`src/rtl/bytewrite_ram_master.sv`:
```
// Valid/ready front end for a read-first byte-write BRAM; read data returns through a credit-protected FIFO.
// Optional: define BYTEWRITE_RAM_MASTER_WR_RSP_EN so writes also respond with the pre-write word.
module bytewrite_ram_master #(
    parameter int ADDR_WIDTH = 10,
    parameter int COL_WIDTH  = 8,
    parameter int NB_COL     = 4,
    parameter int RSP_DEPTH  = 4
) (
    input  logic                        clk,
    input  logic                        rst_n,
    input  logic                        cmd_valid,
    output logic                        cmd_ready,
    input  logic [NB_COL-1:0]           cmd_we,
    input  logic [ADDR_WIDTH-1:0]       cmd_addr,
    input  logic [NB_COL*COL_WIDTH-1:0] cmd_wdata,
    output logic                        rsp_valid,
    input  logic                        rsp_ready,
    output logic [NB_COL*COL_WIDTH-1:0] rsp_data,
    output logic [NB_COL-1:0]           ram_we,
    output logic [ADDR_WIDTH-1:0]       ram_addr,
    output logic [NB_COL*COL_WIDTH-1:0] ram_di,
    input  logic [NB_COL*COL_WIDTH-1:0] ram_do
);
    localparam int DW = NB_COL * COL_WIDTH;
    localparam int CW = $clog2(RSP_DEPTH + 1);
    localparam int PW = $clog2(RSP_DEPTH);
    localparam logic [CW-1:0] DEPTH_C = CW'(RSP_DEPTH);
    localparam logic [CW-1:0] ONE_C   = CW'(1);

    logic [CW-1:0] r_credits;
    logic [CW-1:0] r_count;
    logic [PW-1:0] r_wptr;
    logic [PW-1:0] r_rptr;
    logic [DW-1:0] r_mem [RSP_DEPTH];
    logic          r_rd_p1;
    logic          r_rd_p2;

    logic w_accept;
    logic w_rsp_cmd;
    logic w_take_credit;
    logic w_push;
    logic w_pop;

    assign cmd_ready = (r_credits != '0);
    assign w_accept  = cmd_valid && cmd_ready;

`ifdef BYTEWRITE_RAM_MASTER_WR_RSP_EN
    assign w_rsp_cmd = 1'b1;
`else
    assign w_rsp_cmd = (cmd_we == '0);
`endif

    assign w_take_credit = w_accept && w_rsp_cmd;
    assign w_push        = r_rd_p2;
    assign rsp_valid     = (r_count != '0);
    assign w_pop         = rsp_valid && rsp_ready;
    assign rsp_data      = rsp_valid ? r_mem[r_rptr] : '0;

    // A credit is held from accept until the response pops, so the FIFO cannot overflow.
    always_ff @(posedge clk or negedge rst_n) begin
        if (!rst_n) begin
            r_credits <= DEPTH_C;
        end else begin
            case ({w_take_credit, w_pop})
                2'b10:   r_credits <= r_credits - ONE_C;
                2'b01:   r_credits <= r_credits + ONE_C;
                default: r_credits <= r_credits;
            endcase
        end
    end

    always_ff @(posedge clk or negedge rst_n) begin
        if (!rst_n) begin
            ram_we   <= '0;
            ram_addr <= '0;
            ram_di   <= '0;
        end else if (w_accept) begin
            ram_we   <= cmd_we;
            ram_addr <= cmd_addr;
            ram_di   <= cmd_wdata;
        end else begin
            ram_we   <= '0;
        end
    end

    // RAM samples one edge after accept and its registered output is captured on the next.
    always_ff @(posedge clk or negedge rst_n) begin
        if (!rst_n) begin
            r_rd_p1 <= 1'b0;
            r_rd_p2 <= 1'b0;
        end else begin
            r_rd_p1 <= w_take_credit;
            r_rd_p2 <= r_rd_p1;
        end
    end

    always_ff @(posedge clk or negedge rst_n) begin
        if (!rst_n) begin
            r_wptr  <= '0;
            r_rptr  <= '0;
            r_count <= '0;
        end else begin
            if (w_push) begin
                r_wptr <= r_wptr + 1'b1;
            end
            if (w_pop) begin
                r_rptr <= r_rptr + 1'b1;
            end
            case ({w_push, w_pop})
                2'b10:   r_count <= r_count + ONE_C;
                2'b01:   r_count <= r_count - ONE_C;
                default: r_count <= r_count;
            endcase
        end
    end

    always_ff @(posedge clk) begin
        if (w_push) begin
            r_mem[r_wptr] <= ram_do;
        end
    end

`ifndef SYNTHESIS
    a_no_fifo_overflow: assert property (@(posedge clk) disable iff (!rst_n)
        !(w_push && (r_count == DEPTH_C)));
`endif

endmodule

```
`config.mk`:
```
export PLATFORM = sky130hd
export DESIGN_NAME = bytewrite_ram_master
export DESIGN_NICKNAME = d
export VERILOG_FILES = /design/src/rtl/bytewrite_ram_master.sv
export SDC_FILE = /design/constraint.sdc
export NUM_CORES = 1
export LEC_CHECK = 0
export CORE_UTILIZATION = 40
export CTS_CLUSTER_DIAMETER = 50
export DETAILED_ROUTE_END_ITERATION = 7
export DONT_BUFFER_PORTS = 1
export GPL_ROUTABILITY_DRIVEN = 0
export PLACE_DENSITY = 0.61
export SLEW_MARGIN = 20
export SYNTH_ARGS = -nofsm -noshare
export SYNTH_HDL_FRONTEND = slang
export SYNTH_SLANG_ARGS = --single-unit
export TNS_END_PERCENT = 1
```
`constraint.sdc`:
```
create_clock -name clk -period 6.31 [get_ports clk]
set_input_delay 1.262 -clock clk [delete_from_list [all_inputs] [get_ports clk]]
set_output_delay 1.262 -clock clk [all_outputs]
set_load 0.01 [all_outputs]
```
==> impl_metrics.env, run 1 <==
export IMPL_critPathLaunchType="register"
export IMPL_setup_violations=0
export IMPL_crit_path_end="rsp_data[12]"
export IMPL_n_antenna_cell=0
export IMPL_io_pins=162
export IMPL_slew_violations=0
export IMPL_dp_hpwl_um=7490
export IMPL_ys_seq_area_frac=0.721
export IMPL_htreeDepth=4
export IMPL_cts_tree="built"
export IMPL_drive_above_1_share=0.304
export IMPL_gr_usage_all_layers=0.133
export IMPL_fin_skew_ns=0.00772
export IMPL_reg2reg_depth=7
export IMPL_setup_slack_ns=2.73
export IMPL_synthesis_instances=356
export IMPL_die_x_um=138
export IMPL_timing_worst_setup_path_type="reg -> out"
export IMPL_hold_viol_final=0
export IMPL_antenna_found_initial=0
export IMPL_hold_path_class="reg -> reg"
export IMPL_period_minus_slack_ns=3.58
export IMPL_setup_tns_ns=0
export IMPL_drtIter0Drc=130
export IMPL_arrival_ns=2.31
export IMPL_clock_path_buffers=2
export IMPL_ys_warn_count=0
export IMPL_core_mm2=0.0180
export IMPL_initial_core_util=0.409
export IMPL_cts_buffers=17
export IMPL_grt_pass1_vias=3281
export IMPL_cap_violations=0
export IMPL_endpoint_kind="output pin"
export IMPL_rsz0062_at_grt="false"
export IMPL_vias=3081
export IMPL_area_growth_pct=9.98
export IMPL_firstDrtPassIters=4
export IMPL_status="completed"
export IMPL_crit_start="r_rptr[0]$_DFFE_PN0P_"
export IMPL_clock_sinks=186
export IMPL_rr_startpoint="r_count[0]$_DFFE_PN0P_"
export IMPL_num_rows=49
export IMPL_clock_latency_ns=0.42
export IMPL_synth_seq_cells=186
export IMPL_clkTransAtPathRegs_ns=0.07
export IMPL_cp_data_required_time_ns=5.05
export IMPL_final_cell_area_mm2=0.00808
export IMPL_holdBufCountCts=0
export IMPL_timing_rr_end="r_credits[1]$_DFFE_PN0P_"
export IMPL_placed_cell_area_mm2=0.00751
export IMPL_grt_overflow_total=0
export IMPL_drt_wl_total_um=12100
export IMPL_ir_drop_mv=0.269
export IMPL_period_share=0.567
export IMPL_reg2reg_slack_ns=3.86
export IMPL_post_cts_resized=0
export IMPL_synth_cell_area_mm2=0.00735
export IMPL_die_h_um=138
export IMPL_die_area_mm2=0.0189
export IMPL_pre_cts_slack_ns=3.11
export IMPL_nets=450
export IMPL_wire_per_inst_um=20.1
export IMPL_avgSynthCellArea_um2=20.6
export IMPL_power_density_mw_per_mm2=427
export IMPL_synth_nets=446
export IMPL_drc_errors=0
export IMPL_grt_max_degree=59
export IMPL_grt_pass1_wl_um=18000
export IMPL_p_leak_nw=2.92
export IMPL_slew_headroom=0.377
export IMPL_drtAntennaViolNets=0
export IMPL_viasPerCell=5.13
export IMPL_cts_setup_buffers=0
export IMPL_path_max_fanout=25
export IMPL_root_buffer="clkbuf_16"
export IMPL_tightest_slew_ns=0.934
export IMPL_max_freq_mhz=280
export IMPL_portBuffers=0
export IMPL_synth_cell_type_count=25
-- through the flow --
step                      instances  utilization  hold WS (ns)  power [mW]
after floorplan                 356            -         0.331        2.35
after global routing            601        0.450         0.380        3.63
after CTS                       601        0.450         0.366        3.50
after global placement          570        0.418         0.337        2.45
after detailed placement        570        0.418         0.335        2.47
final                           601        0.450         0.366        3.45
-- registers in the layout, indices dropped and copies added, names as in the netlist --
register	cells
ram_di	32
r_wptr	2
r_credits	3
ram_addr	10
r_mem	128
ram_we	4
r_rptr	2
r_rd_p2	1
r_count	3
r_rd_p1	1
-- cells by family after synthesis --
| logic type | count (synthesis) | synth area share |
|---|---|---|
| DFF | 186 | 0.721 |
| adders and majority gates | 8 | 0.0157 |
| and+or+nand+nor | 50 | 0.0417 |
| AOI/OAI and AO/OA | 1 | 0.000680 |
| muxes | 76 | 0.186 |
| xor gates and xnor gates | 9 | 0.0107 |
| buffers and inverters | 26 | 0.0249 |
-- synthesized netlist by cell type --
master / number / area, µm²
o21ai_0: 1 / 5.00
dfrtp_1: 57 / 1430
nor4_1: 1 / 6.26
mux2_2: 3 / 33.8
buf_2: 4 / 20.0
and3_1: 5 / 31.3
ha_1: 6 / 75.1
clkbuf_1: 8 / 30.0
buf_6: 2 / 22.5
edfxtp_1: 128 / 3840
dfstp_2: 1 / 26.3
mux2_4: 40 / 601
and2_4: 1 / 8.76
inv_1: 8 / 30.0
or3_1: 2 / 12.5
xnor2_1: 3 / 26.3
buf_12: 4 / 80.1
mux4_2: 32 / 721
xor2_1: 6 / 52.6
nor2_1: 2 / 7.51
and2_1: 37 / 231
nand2_1: 1 / 3.75
mux2i_1: 1 / 10.0
fa_1: 2 / 40.0
nand3_1: 1 / 5.00
-- worst max-delay path: stages, from the launching register on --
cell     delay, ns
dfrtp_2       0.56
buf_4         0.51
mux4_2        0.60
and2_1        0.21
-- report_power, final --
group	leakage (nW)	internal, mW	switching (mW)	total (mW)
Clock	0.270	0.582	0.441	1.02
Sequential	1.84	1.45	0.157	1.61
Combinational	0.816	0.438	0.382	0.820
Total	2.92	2.47	0.981	3.45
-- cell usage in the layout, fill, tap and decap left out --
master | Yosys | routed
clkinv_1 | 0 | 3
and2_4 | 1 | 1
nand2_1 | 1 | 1
and3_1 | 5 | 5
nor4_1 | 1 | 1
nor2_1 | 2 | 2
and2_2 | 0 | 4
dfrtp_1 | 57 | 56
xnor2_1 | 3 | 3
mux2i_1 | 1 | 1
clkbuf_16 | 0 | 17
clkinv_2 | 0 | 1
or3_1 | 2 | 2
dfrtp_2 | 0 | 1
clkinv_4 | 0 | 2
buf_4 | 0 | 3
edfxtp_1 | 128 | 128
inv_1 | 8 | 8
fa_1 | 2 | 2
inv_8 | 0 | 1
bufinv_16 | 0 | 2
dfstp_2 | 1 | 1
mux2_2 | 3 | 3
nand3_1 | 1 | 1
and2_1 | 37 | 33
o21ai_0 | 1 | 1
xor2_1 | 6 | 6
inv_6 | 0 | 2
mux2_4 | 40 | 40
mux4_2 | 32 | 32
ha_1 | 6 | 6
clkinvlp_4 | 0 | 3
-- how the worst min path moves through the flow --
stage,endpoint,depth (start not counted),slack (ns),start
2_1_floorplan,r_rd_p2$_DFF_PN0_,0,0.33,r_rd_p1$_DFF_PN0_
3_3_place_gp,r_rd_p2$_DFF_PN0_,0,0.34,r_rd_p1$_DFF_PN0_
3_5_place_dp,r_rd_p2$_DFF_PN0_,0,0.33,r_rd_p1$_DFF_PN0_
4_1_cts,r_rd_p2$_DFF_PN0_,0,0.37,r_rd_p1$_DFF_PN0_
5_1_grt,r_rd_p2$_DFF_PN0_,0,0.38,r_rd_p1$_DFF_PN0_
6_report,r_rd_p2$_DFF_PN0_,0,0.37,r_rd_p1$_DFF_PN0_
-- layer usage --
metal	track usage	routed length (µm)	vias up
li1	-	-	1358
met1	0.156	4990	1567
met2	0.209	5670	142
met3	0.0625	1240	14
met4	0.0568	188	0
met5	0	0	-
-- final cells by class --
class                      count  area (µm²)
clock buffer                  17         425
inverter                       8        30.0
clock inverter                14         145
sequential                   186        5300
multi-input combinational    144        1880
timing repair buffer           3        22.5
fill                        1540        9880
tap                          229         287
No activity file was read; power rests on OpenSTA's default activity.
==> run 2: changes to the inputs <==
clock period = 3.3 ns   (was 6.31 ns; I/O delays follow)
==> impl_metrics.env, run 2 (synthesis results as in run 1) <==
export IMPL_status="completed"
export IMPL_cap_violations=0
export IMPL_ir_drop_mv=0.365
export IMPL_largest_register_ff_count=128
export IMPL_n_fill_cell=1554
export IMPL_critPathSlowestCell="dfrtp_2"
export IMPL_path_max_fanout=21
export IMPL_grt_pass1_wl_um=18300
export IMPL_finalPower_mw=6.60
export IMPL_grt_max_degree=58
export IMPL_setup_tns_ns=0
export IMPL_grt_overflow_total=0
export IMPL_critPathLaunchType="register"
export IMPL_p_leak_nw=2.93
export IMPL_root_buffer="clkbuf_16"
export IMPL_core_mm2=0.0180
export IMPL_cts_buffers=17
export IMPL_clock_path_buffers=2
export IMPL_n_antenna_cell=0
export IMPL_area_growth_pct=10.3
export IMPL_vias=3104
export IMPL_antenna_found_initial=0
export IMPL_clock_sinks=186
export IMPL_crit_chain="buf_12, mux4_2, and2_1"
export IMPL_die_x_um=138
export IMPL_viasPerCell=5.17
export IMPL_cts_tree="built"
export IMPL_reg_largest_list="r_mem: 128 flops, ram_di: 32 flops, ram_addr: 10 flops"
export IMPL_num_rows=49
export IMPL_fin_hold_ws_ns=0.0895
export IMPL_drt_wl_total_um=12300
export IMPL_max_freq_mhz=357
export IMPL_dp_hpwl_um=7600
export IMPL_holdBufCountCts=1
export IMPL_period_share=0.848
export IMPL_grt_pass1_vias=3314
export IMPL_wire_per_inst_um=20.5
export IMPL_fin_skew_ns=0.00898
export IMPL_initial_core_util=0.409
export IMPL_clock_latency_ns=0.41
export IMPL_drc_errors=0
export IMPL_hold_path_class="in -> async"
export IMPL_slew_violations=0
export IMPL_seqCellArea_mm2=0.00530
export IMPL_final_cell_mix="128 x edfxtp_1, 56 x dfrtp_1, 40 x mux2_4, 33 x and2_1, 32 x mux4_2"
export IMPL_setup_violations=0
export IMPL_gr_usage_all_layers=0.137
export IMPL_clkTransAtPathRegs_ns=0.06
export IMPL_max_stage_delay_ns=0.69
export IMPL_drtIter0Drc=113
export IMPL_portBuffers=0
export IMPL_cp_data_required_time_ns=2.64
export IMPL_endpoint_kind="output pin"
export IMPL_firstDrtPassIters=4
export IMPL_multi_input_area_mm2=0.00188
export IMPL_timing_worst_setup_path_type="reg -> out"
export IMPL_layout_commonest_cell="edfxtp_1"
export IMPL_tightest_slew_ns=0.915
export IMPL_cts_setup_buffers=0
export IMPL_arrival_ns=2.14
export IMPL_power_density_mw_per_mm2=814
export IMPL_period_minus_slack_ns=2.80
export IMPL_drtAntennaViolNets=0
export IMPL_slew_headroom=0.390
export IMPL_nets=451
export IMPL_post_cts_resized=0
export IMPL_largest_register="r_mem"
export IMPL_die_h_um=138
export IMPL_rsz0062_at_grt="false"
export IMPL_htreeDepth=4
export IMPL_drive_above_1_share=0.305
export IMPL_die_area_mm2=0.0189
export IMPL_hold_viol_final=0
export IMPL_io_pins=162
## run 2: routing by layer
layer,GRT usage,vias to the layer above,wire (µm)
li1,-,1358,-
met2,0.229,142,6050
met3,0.0618,11,1160
met5,0,-,0
met4,0.0549,0,153
met1,0.152,1593,4920
## run 2: final cells by class
| type | instances | share of cell area |
|---|---|---|
| Sequential cell | 186 | 0.654 |
| Clock inverter | 10 | 0.0148 |
| Timing Repair Buffer | 4 | 0.00772 |
| Inverter | 8 | 0.00370 |
| Multi-Input combinational cell | 144 | 0.231 |
| Clock buffer | 19 | 0.0534 |
| Tap cell | 229 | 0.0354 |
## run 2: critical path: cells and delay by family, from the launching register on
| family | cells | cell delay, ns |
|---|---|---|
| flip-flops | 1 | 0.69 |
| multiplexers | 1 | 0.54 |
| buffers and inverters | 1 | 0.27 |
| AND/OR/NAND/NOR | 1 | 0.21 |
## run 2: metrics by stage
stage	cell area, µm²	worst slack [ns]	util	std cells
finish	8110	0.502	0.451	600
global route	8110	0.351	0.451	600
CTS	8110	0.423	0.451	600
detailed placement	7520	0.878	0.419	570
global placement	7520	0.897	0.419	570
floorplan	7350	1.13	-	356
## run 2: path summary, 6_finish.rpt
| kind | cells after the start | slack [ns] | to | startpoint |
|---|---|---|---|---|
| max | 3 | 0.50 | rsp_data[0] | r_rptr[0]$_DFFE_PN0P_ |
| min | 0 | 0.09 | r_credits[2]$_DFFE_PN1P_ | rst_n |
| max reg2reg | 9 | 0.93 | r_credits[2]$_DFFE_PN1P_ | r_credits[1]$_DFFE_PN0P_ |
| min reg2reg | 0 | 0.36 | r_rd_p2$_DFF_PN0_ | r_rd_p1$_DFF_PN0_ |
| max in group asynchronous | 1 | 2.93 | r_rptr[0]$_DFFE_PN0P_ | rst_n |
| min in group clk | 0 | 0.34 | r_mem[3][17]$_DFFE_PP_ | ram_do[17] |
## run 2: power breakdown
group / switching [mW] / leakage, nW / total (mW) / internal, mW
clock: 0.811 / 0.258 / 1.92 / 1.11
sequential: 0.322 / 1.84 / 3.09 / 2.77
combinational: 0.730 / 0.834 / 1.59 / 0.862
